<file path="config.mk">
export PLATFORM = sky130hd
export DESIGN_NAME = idex_operand_buffer_flat
export DESIGN_NICKNAME = d
export VERILOG_FILES = /design/src/rtl/idex_operand_buffer_if.sv /design/src/rtl/idex_operand_buffer.sv /design/src/flat_wrapper.sv
export SDC_FILE = /design/constraint.sdc
export NUM_CORES = 1
export LEC_CHECK = 0
export CORE_MARGIN = 3
export CORE_UTILIZATION = 35
export DETAILED_ROUTE_END_ITERATION = 16
export HOLD_SLACK_MARGIN = 0.03
export PLACE_DENSITY_LB_ADDON = 0.08
export SYNTH_ARGS = -nofsm -noshare
export SYNTH_HDL_FRONTEND = slang
export SYNTH_SLANG_ARGS = --single-unit
</file>
<file path="constraint.sdc">
create_clock -name clk -period 2.5 [get_ports clk]
set_input_delay 0.625 -clock clk [delete_from_list [all_inputs] [get_ports clk]]
set_output_delay 0.625 -clock clk [all_outputs]
set_load 0.02 [all_outputs]
</file>
<file path="src/rtl/idex_operand_buffer_if.sv">
// Handshake, operand and write-back signals between decode, the operand buffer and execute.
interface idex_operand_buffer_if #(
    parameter int unsigned DATA_W = 64,
    parameter int unsigned ADDR_W = 5,
    parameter int unsigned CTRL_W = 16
);
    logic              flush;
    logic              in_valid;
    logic              in_ready;
    logic [ADDR_W-1:0] in_ra1;
    logic [ADDR_W-1:0] in_ra2;
    logic [DATA_W-1:0] in_rd1;
    logic [DATA_W-1:0] in_rd2;
    logic [ADDR_W-1:0] in_dst;
    logic [CTRL_W-1:0] in_ctrl;
    logic              wb_we;
    logic [ADDR_W-1:0] wb_wa;
    logic [DATA_W-1:0] wb_wd;
    logic              out_valid;
    logic              out_ready;
    logic [DATA_W-1:0] out_rd1;
    logic [DATA_W-1:0] out_rd2;
    logic [ADDR_W-1:0] out_dst;
    logic [CTRL_W-1:0] out_ctrl;

    // Decode / execute / write-back side
    modport master (
        output flush, in_valid, in_ra1, in_ra2, in_rd1, in_rd2, in_dst, in_ctrl,
        output wb_we, wb_wa, wb_wd, out_ready,
        input  in_ready, out_valid, out_rd1, out_rd2, out_dst, out_ctrl
    );

    // Operand buffer side
    modport slave (
        input  flush, in_valid, in_ra1, in_ra2, in_rd1, in_rd2, in_dst, in_ctrl,
        input  wb_we, wb_wa, wb_wd, out_ready,
        output in_ready, out_valid, out_rd1, out_rd2, out_dst, out_ctrl
    );
endinterface

</file>
<file path="src/rtl/idex_operand_buffer.sv">
// Decode-to-execute operand buffer: 2-entry skid (main + skid) with write-back bypass
// on capture and while operands are held.
module idex_operand_buffer #(
    parameter int unsigned DATA_W = 64,
    parameter int unsigned ADDR_W = 5,
    parameter int unsigned CTRL_W = 16
) (
    input  logic                  clk,
    input  logic                  reset_n,
    idex_operand_buffer_if.slave  bus
);
    // Highest register (XZR) reads as zero in the regfile and is never forwarded
    localparam logic [ADDR_W-1:0] XZR = '1;

    typedef struct packed {
        logic [ADDR_W-1:0] ra1;
        logic [ADDR_W-1:0] ra2;
        logic [DATA_W-1:0] rd1;
        logic [DATA_W-1:0] rd2;
        logic [ADDR_W-1:0] dst;
        logic [CTRL_W-1:0] ctrl;
    } entry_t;

    typedef enum logic [1:0] {
        ST_EMPTY = 2'd0,
        ST_ONE   = 2'd1,
        ST_FULL  = 2'd2
    } state_t;

    state_t state_q, state_d;
    entry_t m_q, m_d;
    entry_t s_q, s_d;
    logic   out_valid_q, out_valid_d;
    logic   in_ready_q, in_ready_d;

    entry_t in_c;
    entry_t m_hold_c;
    entry_t s_hold_c;
    logic   accept_c;
    logic   pop_c;

    // Replace an operand with write-back data when it targets the same real register
    function automatic logic [DATA_W-1:0] fwd(
        input logic              we,
        input logic [ADDR_W-1:0] wa,
        input logic [DATA_W-1:0] wd,
        input logic [ADDR_W-1:0] ra,
        input logic [DATA_W-1:0] rd
    );
        if (we && (wa == ra) && (ra != XZR)) begin
            return wd;
        end
        return rd;
    endfunction

    // Bypass both operands of a held entry; addresses, dst and ctrl never change
    function automatic entry_t hold_byp(
        input logic              we,
        input logic [ADDR_W-1:0] wa,
        input logic [DATA_W-1:0] wd,
        input entry_t            e
    );
        entry_t r;
        r     = e;
        r.rd1 = fwd(we, wa, wd, e.ra1, e.rd1);
        r.rd2 = fwd(we, wa, wd, e.ra2, e.rd2);
        return r;
    endfunction

    // Incoming entry with capture bypass, and held entries with hold bypass
    always_comb begin
        in_c.ra1  = bus.in_ra1;
        in_c.ra2  = bus.in_ra2;
        in_c.rd1  = fwd(bus.wb_we, bus.wb_wa, bus.wb_wd, bus.in_ra1, bus.in_rd1);
        in_c.rd2  = fwd(bus.wb_we, bus.wb_wa, bus.wb_wd, bus.in_ra2, bus.in_rd2);
        in_c.dst  = bus.in_dst;
        in_c.ctrl = bus.in_ctrl;

        // Invalid entries are left untouched so idle data regs do not toggle
        m_hold_c = m_q;
        if (state_q != ST_EMPTY) begin
            m_hold_c = hold_byp(bus.wb_we, bus.wb_wa, bus.wb_wd, m_q);
        end
        s_hold_c = s_q;
        if (state_q == ST_FULL) begin
            s_hold_c = hold_byp(bus.wb_we, bus.wb_wa, bus.wb_wd, s_q);
        end

        accept_c = bus.in_valid & in_ready_q;
        pop_c    = out_valid_q & bus.out_ready;
    end

    // Next-state, entry movement and registered handshake outputs
    always_comb begin
        state_d = state_q;
        m_d     = m_hold_c;
        s_d     = s_hold_c;

        case (state_q)
            ST_EMPTY: begin
                if (accept_c) begin
                    m_d     = in_c;
                    state_d = ST_ONE;
                end
            end
            ST_ONE: begin
                if (pop_c && accept_c) begin
                    m_d = in_c;
                end else if (pop_c) begin
                    state_d = ST_EMPTY;
                end else if (accept_c) begin
                    s_d     = in_c;
                    state_d = ST_FULL;
                end
            end
            ST_FULL: begin
                // in_ready is low here, so only a pop can happen
                if (pop_c) begin
                    m_d     = s_hold_c;
                    state_d = ST_ONE;
                end
            end
            default: begin
                state_d = ST_EMPTY;
            end
        endcase

        // Flush dominates any pop or accept in the same cycle
        if (bus.flush) begin
            state_d = ST_EMPTY;
        end

        out_valid_d = (state_d != ST_EMPTY);
        in_ready_d  = (state_d != ST_FULL);
    end

    // State and data registers, cleared asynchronously
    always_ff @(posedge clk or negedge reset_n) begin
        if (!reset_n) begin
            state_q     <= ST_EMPTY;
            m_q         <= '0;
            s_q         <= '0;
            out_valid_q <= 1'b0;
            in_ready_q  <= 1'b1;
        end else begin
            state_q     <= state_d;
            m_q         <= m_d;
            s_q         <= s_d;
            out_valid_q <= out_valid_d;
            in_ready_q  <= in_ready_d;
        end
    end

    assign bus.in_ready  = in_ready_q;
    assign bus.out_valid = out_valid_q;
    assign bus.out_rd1   = m_q.rd1;
    assign bus.out_rd2   = m_q.rd2;
    assign bus.out_dst   = m_q.dst;
    assign bus.out_ctrl  = m_q.ctrl;

endmodule
</file>
<file path="src/flat_wrapper.sv">
// flat-port wrapper written by rule: the top's interface ports become plain ports
module idex_operand_buffer_flat 
#(
    parameter int unsigned DATA_W = 64,
    parameter int unsigned ADDR_W = 5,
    parameter int unsigned CTRL_W = 16
)
  (clk, reset_n, bus_flush, bus_in_valid, bus_in_ra1, bus_in_ra2, bus_in_rd1, bus_in_rd2, bus_in_dst, bus_in_ctrl, bus_wb_we, bus_wb_wa, bus_wb_wd, bus_out_ready, bus_in_ready, bus_out_valid, bus_out_rd1, bus_out_rd2, bus_out_dst, bus_out_ctrl);
  idex_operand_buffer_if #(.DATA_W(DATA_W), .ADDR_W(ADDR_W), .CTRL_W(CTRL_W)) bus_i ();
  input  logic clk;
  input  logic reset_n;
  input wire logic [$bits(bus_i.flush)-1:0] bus_flush;
  input wire logic [$bits(bus_i.in_valid)-1:0] bus_in_valid;
  input wire logic [$bits(bus_i.in_ra1)-1:0] bus_in_ra1;
  input wire logic [$bits(bus_i.in_ra2)-1:0] bus_in_ra2;
  input wire logic [$bits(bus_i.in_rd1)-1:0] bus_in_rd1;
  input wire logic [$bits(bus_i.in_rd2)-1:0] bus_in_rd2;
  input wire logic [$bits(bus_i.in_dst)-1:0] bus_in_dst;
  input wire logic [$bits(bus_i.in_ctrl)-1:0] bus_in_ctrl;
  input wire logic [$bits(bus_i.wb_we)-1:0] bus_wb_we;
  input wire logic [$bits(bus_i.wb_wa)-1:0] bus_wb_wa;
  input wire logic [$bits(bus_i.wb_wd)-1:0] bus_wb_wd;
  input wire logic [$bits(bus_i.out_ready)-1:0] bus_out_ready;
  output wire logic [$bits(bus_i.in_ready)-1:0] bus_in_ready;
  output wire logic [$bits(bus_i.out_valid)-1:0] bus_out_valid;
  output wire logic [$bits(bus_i.out_rd1)-1:0] bus_out_rd1;
  output wire logic [$bits(bus_i.out_rd2)-1:0] bus_out_rd2;
  output wire logic [$bits(bus_i.out_dst)-1:0] bus_out_dst;
  output wire logic [$bits(bus_i.out_ctrl)-1:0] bus_out_ctrl;
  assign bus_i.flush = bus_flush;
  assign bus_i.in_valid = bus_in_valid;
  assign bus_i.in_ra1 = bus_in_ra1;
  assign bus_i.in_ra2 = bus_in_ra2;
  assign bus_i.in_rd1 = bus_in_rd1;
  assign bus_i.in_rd2 = bus_in_rd2;
  assign bus_i.in_dst = bus_in_dst;
  assign bus_i.in_ctrl = bus_in_ctrl;
  assign bus_i.wb_we = bus_wb_we;
  assign bus_i.wb_wa = bus_wb_wa;
  assign bus_i.wb_wd = bus_wb_wd;
  assign bus_i.out_ready = bus_out_ready;
  assign bus_in_ready = bus_i.in_ready;
  assign bus_out_valid = bus_i.out_valid;
  assign bus_out_rd1 = bus_i.out_rd1;
  assign bus_out_rd2 = bus_i.out_rd2;
  assign bus_out_dst = bus_i.out_dst;
  assign bus_out_ctrl = bus_i.out_ctrl;
  idex_operand_buffer #(.DATA_W(DATA_W), .ADDR_W(ADDR_W), .CTRL_W(CTRL_W)) u_core (.clk(clk), .reset_n(reset_n), .bus(bus_i));
endmodule
</file>
==> results.json, run 1 <==
{
  "timing.hold.ws_ns": 0.04636,
  "clock_path_buffers": 3,
  "routed_via_density": 5.457,
  "grt_max_degree": 58,
  "leakage_nw": 10.37,
  "wl_per_cell_um": 22.81,
  "grt_antenna_before_repair": 9,
  "hold_viol": 0,
  "synth_simple_gate_area_share_pct": 16.24,
  "setup_violations": 0,
  "ant_nets": 0,
  "die_h_um": 241.7,
  "rows": 85,
  "slew_headroom_pct": 60.54,
  "crit_chain": "clkdlybuf4s50_1",
  "path_clk_slew_ns": 0.06,
  "rsz0062_at_grt": "false",
  "synth-compound-area-share_pct": 14.21,
  "max_freq_mhz": 424.2,
  "synthAdderAreaFrac_pct": 0,
  "tightest_slew_ns": 0.5919,
  "hold_path_class": "primary input to asynchronous set/reset pin",
  "ys_ff_latch": 322,
  "areaGrowthSynthToFinish_pct": 35.91,
  "die-area_um2": 58410,
  "cp.arrival_ns": 1.73,
  "synth_top_family_by_area": "multiplexers",
  "cts_root_buffer": "clkbuf_16",
  "overflow": 0,
  "dpl.hpwl_mm": 49.52,
  "power.share.clock_pct": 26.8,
  "ys.flop_type": "dfrtp_1",
  "post-cts-setup-buffers": 0,
  "outcome": "completed",
  "floorplan.initialDensity_pct": 35.78,
  "synth-xor-area-share_pct": 1.081,
  "mostFrequentLayoutCells": "nand2_1 (553), clkdlybuf4s50_1 (383), dfrtp_1 (321), mux2_2 (246)",
  "nFillCells": 5010,
  "first_global_vias": 17689,
  "async_flop_share_pct": 100.0,
  "firstDrtPassIters": 5,
  "clock_latency_ns": 0.56,
  "postSynthAreaPerCell_um2": 9.986,
  "p_int_mw": 14.76,
  "synth_cell_types": 50,
  "p_switching_mw": 7.073,
  "fin_util_pct": 48.62,
  "min_period_ns": 2.358,
  "slew_viol_final": 0,
  "drc": 0,
  "slowest_delay_ns": 0.64,
  "path_buf_inv": 1,
  "critical_path_required_ns": 1.88,
  "ys_seq_area_share_pct": 41.45,
  "ir_worst_vdd_mv": 0.4305,
  "vias": 16916,
  "criticalPathCategory": "flop to primary output",
  "comb_power_share_pct": 36.1,
  "met3_usage_pct": 4.730,
  "busiest_layer": "met2",
  "cts_made_buffers": 41,
  "cts_tree": "yes",
  "cp_slowest_cell": "clkdlybuf4s50_1",
  "synthMuxAreaShare_pct": 21.51,
  "synthCells": 1947,
  "cellPowerDensity_nw_per_um2": 826.2,
  "path_delay_family": "buffers and inverters",
  "synth_edf_count": 0,
  "htree_levels": 2,
  "routed_wl_mm": 70.72,
  "post_cts_resized": 0,
  "layout-drive-gt1-share_pct": 25.83,
  "track_usage_pct": 23.84,
  "r2r-start": "u_core.state_q[0]",
  "start_kind": "flop",
  "hold_buffers": 0,
  "gp_congestion": 0.8616,
  "design_area_um2": 26420,
  "placed_area_um2": 25120,
  "cp_max_fo": 4,
  "core_area_um2": 54350,
  "max_cap_viol_count": 0,
  "fin_crit_sh_pct": 94.30,
  "startpoint": "u_core.bus.in_ready",
  "numPortBuffers": 384,
  "nets": 2561,
  "final_common_cell": "nand2_1",
  "cts.sinks": 322,
  "p_seq_share_pct": 37.1,
  "synth_nets": 2181,
  "skew_ns": 0.01497,
  "timing.setup.tns_ns": 0,
  "end_kind": "primary output",
  "ys_warn_count": 0,
  "switching_share_pct": 32.40,
  "gr-usage-met1_pct": 32.12,
  "use_met2_pct": 38.98,
  "die_x_um": 241.7,
  "grt_pass1_wl_mm": 110.5,
  "io_pins": 385,
  "synthesis.area_um2": 19440,
  "drt_iter0_drc": 1056
}
==> final timing paths <==
kind	cells past startpoint	to	slack, ns
max	1	bus_in_ready	0.14
min	1	u_core.bus.out_rd2[47]	0.05
max reg2reg	7	u_core.bus.out_rd1[57]	0.36
min reg2reg	2	u_core.s_q[15]	0.47
max in group asynchronous	2	u_core.s_q[152]	1.63
min in group clk	2	u_core.s_q[15]	0.47
==> power by group through the flow <==
stage | clock (mW) | combinational [mW] | sequential [mW]
floorplan | 0 | 4.30 | 8.42
global placement | 0 | 7.77 | 8.12
detailed placement | 0 | 7.91 | 8.12
CTS | 6.00 | 7.94 | 8.09
global route | 6.21 | 8.59 | 8.30
finish | 5.85 | 7.88 | 8.10
==> synth_stat cells, types with 2 or more instances <==
cell	number	area (µm²)
and3b_1	2	17.52
and2_1	3	18.77
mux2_1	8	90.09
or3_1	129	807.0
o221a_2	128	1441
buf_1	7	26.28
nand4_1	4	25.02
buf_4	38	285.3
o211ai_2	11	137.6
xor2_1	10	87.58
a22oi_1	21	157.7
buf_6	13	146.4
nand3_1	15	75.07
xnor2_1	14	122.6
mux2_4	2	30.03
dfrtp_1	321	8033
mux2i_1	129	1291
nand2_1	554	2079
nor2_1	8	30.03
nor3_1	2	10.01
o211ai_1	118	885.9
clkbuf_1	57	214.0
clkbuf_4	4	30.03
or2_2	2	12.51
mux2_2	246	2770
buf_2	73	365.4
a21oi_1	5	25.02
==> layer usage <==
metal	routed length, µm	vias up	part of all wire (%)
met5	27	-	0.038
met4	1495	4	2.1
met3	4161	91	5.9
met2	33550	495	47
met1	31480	8529	45
li1	-	7797	-
==> state kept, by name (all words and copies together) (netlist names) <==
register	flops
u_core.bus.in_ready	1
u_core.bus.out_rd2	64
u_core.state_q	2
u_core.bus.out_rd1	64
u_core.s_q	159
u_core.bus.out_ctrl	16
u_core.bus.out_dst	5
u_core.bus.out_valid	1
u_core.m_q	10
==> metrics by stage <==
step | setup slack (ns) | cells | power (mW)
6_report | 0.1425 | 3100 | 21.83
2_1_floorplan | 0.2466 | 1947 | 12.73
5_1_grt | 0.08003 | 3099 | 23.10
3_5_place_dp | -0.4194 | 3023 | 16.03
3_3_place_gp | -0.4390 | 3023 | 15.89
4_1_cts | 0.1067 | 3093 | 22.03
==> layout make-up <==
cell class	count	area (µm²)	area share [%]
clock buffer	62	1195	4.522
timing repair buffer	529	5738	21.72
tap	739	924.6	3.499
inverter	1	3.754	0.01421
sequential	322	8059	30.50
clock inverter	8	90.09	0.3409
antenna	7	17.52	0.06629
multi-input combinational	1432	10400	39.34
==> logic make-up after synthesis <==
kind of cell              after synthesis
DFF                                   322
buffers and inverters                 193
AOI/OAI and AO/OA                     294
muxes                                 385
and+or+nand+nor                       729
xor gates and xnor gates               24
Power figures use the tool's default switching activity.
==> run 2, diff against run 1 <==
--- a/config.mk
+++ b/config.mk
@@ -9,7 +9,6 @@
 export CORE_UTILIZATION = 35
 export DETAILED_ROUTE_END_ITERATION = 16
 export HOLD_SLACK_MARGIN = 0.03
-export PLACE_DENSITY_LB_ADDON = 0.08
 export SYNTH_ARGS = -nofsm -noshare
 export SYNTH_HDL_FRONTEND = slang
 export SYNTH_SLANG_ARGS = --single-unit
==> results.json, run 2 (synthesis results as in run 1) <==
{
  "wl_per_cell_um": 22.57,
  "min_period_ns": 2.402,
  "end_kind": "flop",
  "skew_ns": 0.02285,
  "rr_endpoint": "u_core.bus.out_rd1[39]",
  "cts_made_buffers": 40,
  "fin_crit_sh_pct": 96.06,
  "slowest_delay_ns": 0.58,
  "outcome": "completed",
  "mostFrequentLayoutCells": "nand2_1 (553), clkdlybuf4s50_1 (382), dfrtp_1 (321), mux2_2 (246)",
  "critical_path_required_ns": 2.99,
  "crit_chain": "clkdlybuf4s50_1 -> nand4_2 -> buf_4 -> nand3_1 -> a211oi_4 -> buf_12 -> nand2b_4 -> buf_12 -> o221a_2",
  "reg2regPathDepth": 6,
  "path_clk_slew_ns": 0.06,
  "cts_tree": "yes",
  "max_freq_mhz": 416.4,
  "cts_root_buffer": "clkbuf_16",
  "slew_headroom_pct": 68.40,
  "placed_area_um2": 25080,
  "areaGrowthSynthToFinish_pct": 35.99,
  "io_pins": 385,
  "clock_path_buffers": 3,
  "floorplan.initialDensity_pct": 35.78,
  "p_int_mw": 14.91,
  "leakage_nw": 10.37,
  "timing.setup.tns_ns": 0,
  "die-area_um2": 58410,
  "numPortBuffers": 384,
  "rrSetupSlack_ns": 0.38,
  "start_kind": "primary input",
  "post-cts-setup-buffers": 0,
  "hold_viol": 0,
  "comb_power_share_pct": 36.1,
  "final_common_cell": "nand2_1",
  "cp_slowest_cell": "clkdlybuf4s50_1",
  "use_met2_pct": 37.81,
  "routed_via_density": 5.540,
  "ant_nets": 0,
  "grt_antenna_before_repair": 6,
  "vias": 17136,
  "core_area_um2": 54350,
  "dpl.hpwl_mm": 47.08,
  "die_x_um": 241.7,
  "drc": 0,
  "met3_usage_pct": 5.506,
  "htree_levels": 2,
  "rsz0062_at_grt": "false",
  "gr-usage-met1_pct": 30.86,
  "min_from": "u_core.s_q[6]",
  "switching_share_pct": 32.30,
  "cellPowerDensity_nw_per_um2": 833.3,
  "regMostFlops": "u_core.s_q",
  "cp_max_fo": 21,
  "largest_reg_flops": 159,
  "routed_wl_mm": 69.80,
  "track_usage_pct": 23.36,
  "ir_worst_vdd_mv": 0.4386,
  "slew_viol_final": 0,
  "die_h_um": 241.7,
  "p_seq_share_pct": 36.7,
  "rows": 85,
  "path_buf_inv": 4,
  "grt_pass1_wl_mm": 108.9,
  "cts.sinks": 322,
  "power.share.clock_pct": 27.2,
  "whs_path_depth": 2,
  "hold_path_class": "flop to flop",
  "p_switching_mw": 7.117,
  "cp.arrival_ns": 2.89,
  "gp_congestion": 0.8532,
  "overflow": 0,
  "criticalPathCategory": "primary input to flop",
  "layout-drive-gt1-share_pct": 25.79,
  "busiest_layer": "met2",
  "cp_common_cell": "buf_12",
  "path_delay_family": "buffers and inverters",
  "first_global_vias": 18028,
  "setup_violations": 0,
  "grt_max_degree": 63,
  "firstDrtPassIters": 6,
  "tightest_slew_ns": 0.4741,
  "nets": 2555,
  "min_to": "u_core.s_q[6]",
  "r2r-start": "u_core.state_q[1]",
  "drt_iter0_drc": 1274,
  "clock_latency_ns": 0.57,
  "max_cap_viol_count": 0,
  "design_area_um2": 26440
}
[run 2: tightest hold or removal path: cells and delay by family, from the launching register on]
family | cells | cell delay (ns)
flops | 1 | 0.34
simple gates | 2 | 0.11
[run 2: worst max-delay path by stage]
| stage | startpoint | to | slack (ns) | cells past startpoint |
|---|---|---|---|---|
| after floorplan | bus_wb_wa[2] | u_core.bus.out_rd2[40] | 0.25 | 7 |
| after global placement | bus_wb_wa[1] | u_core.bus.out_rd1[18] | -0.43 | 9 |
| after detailed placement | bus_wb_wa[0] | u_core.bus.out_rd1[12] | -0.47 | 9 |
| after CTS | u_core.bus.in_ready | bus_in_ready | 0.08 | 1 |
| after global routing | bus_wb_wa[1] | u_core.bus.out_rd1[9] | 0.01 | 9 |
| final | bus_wb_wa[3] | u_core.s_q[42] | 0.1 | 9 |
[run 2: area by class of cell]
cell class / count / area [µm²]
fillers: 4973 / 27910
multi-input cells: 1432 / 10400
flip-flops and latches: 322 / 8059
repair buffers: 524 / 5705
clock buffers: 60 / 1197
well taps: 739 / 924.6
clock inverters: 11 / 142.6
diodes: 4 / 10.01
inverters: 1 / 3.754
[run 2: per-stage QoR]
step | setup WS [ns] | std cells | hold slack [ns] | utilization [%] | total power, mW
2_1_floorplan | 0.2466 | 1947 | 0.3294 | - | 12.73
3_3_place_gp | -0.4335 | 3017 | 0.4582 | 46.14 | 15.84
3_5_place_dp | -0.4694 | 3017 | 0.4637 | 46.14 | 16.05
4_1_cts | 0.08200 | 3089 | 0.4782 | 48.63 | 22.15
5_1_grt | 0.01252 | 3092 | 0.4925 | 48.65 | 23.24
6_report | 0.09844 | 3093 | 0.4737 | 48.65 | 22.03
[run 2: power by group through the flow]
stage | registers (mW) | clock network [mW] | logic [mW]
2_1_floorplan | 8.42 | 0 | 4.30
3_3_place_gp | 8.09 | 0 | 7.75
3_5_place_dp | 8.14 | 0 | 7.91
4_1_cts | 8.08 | 6.09 | 7.98
5_1_grt | 8.29 | 6.31 | 8.64
6_report | 8.10 | 5.99 | 7.95
[run 2: timing repair]
| item | CTS | global route |
|---|---|---|
| hold buffers | 1 | 0 |
| endpoints found under the hold margin | 37 | 0 |
| gates resized for setup | 0 | 1 |
| endpoints found under the setup margin | 0 | 6 |
[run 2: per-layer routing]
| metal | up-vias | wire length [µm] |
|---|---|---|
| li1 | 7760 | - |
| met3 | 113 | 4993 |
| met1 | 8640 | 30050 |
| met2 | 619 | 32790 |
| met4 | 4 | 1926 |
| met5 | - | 34 |
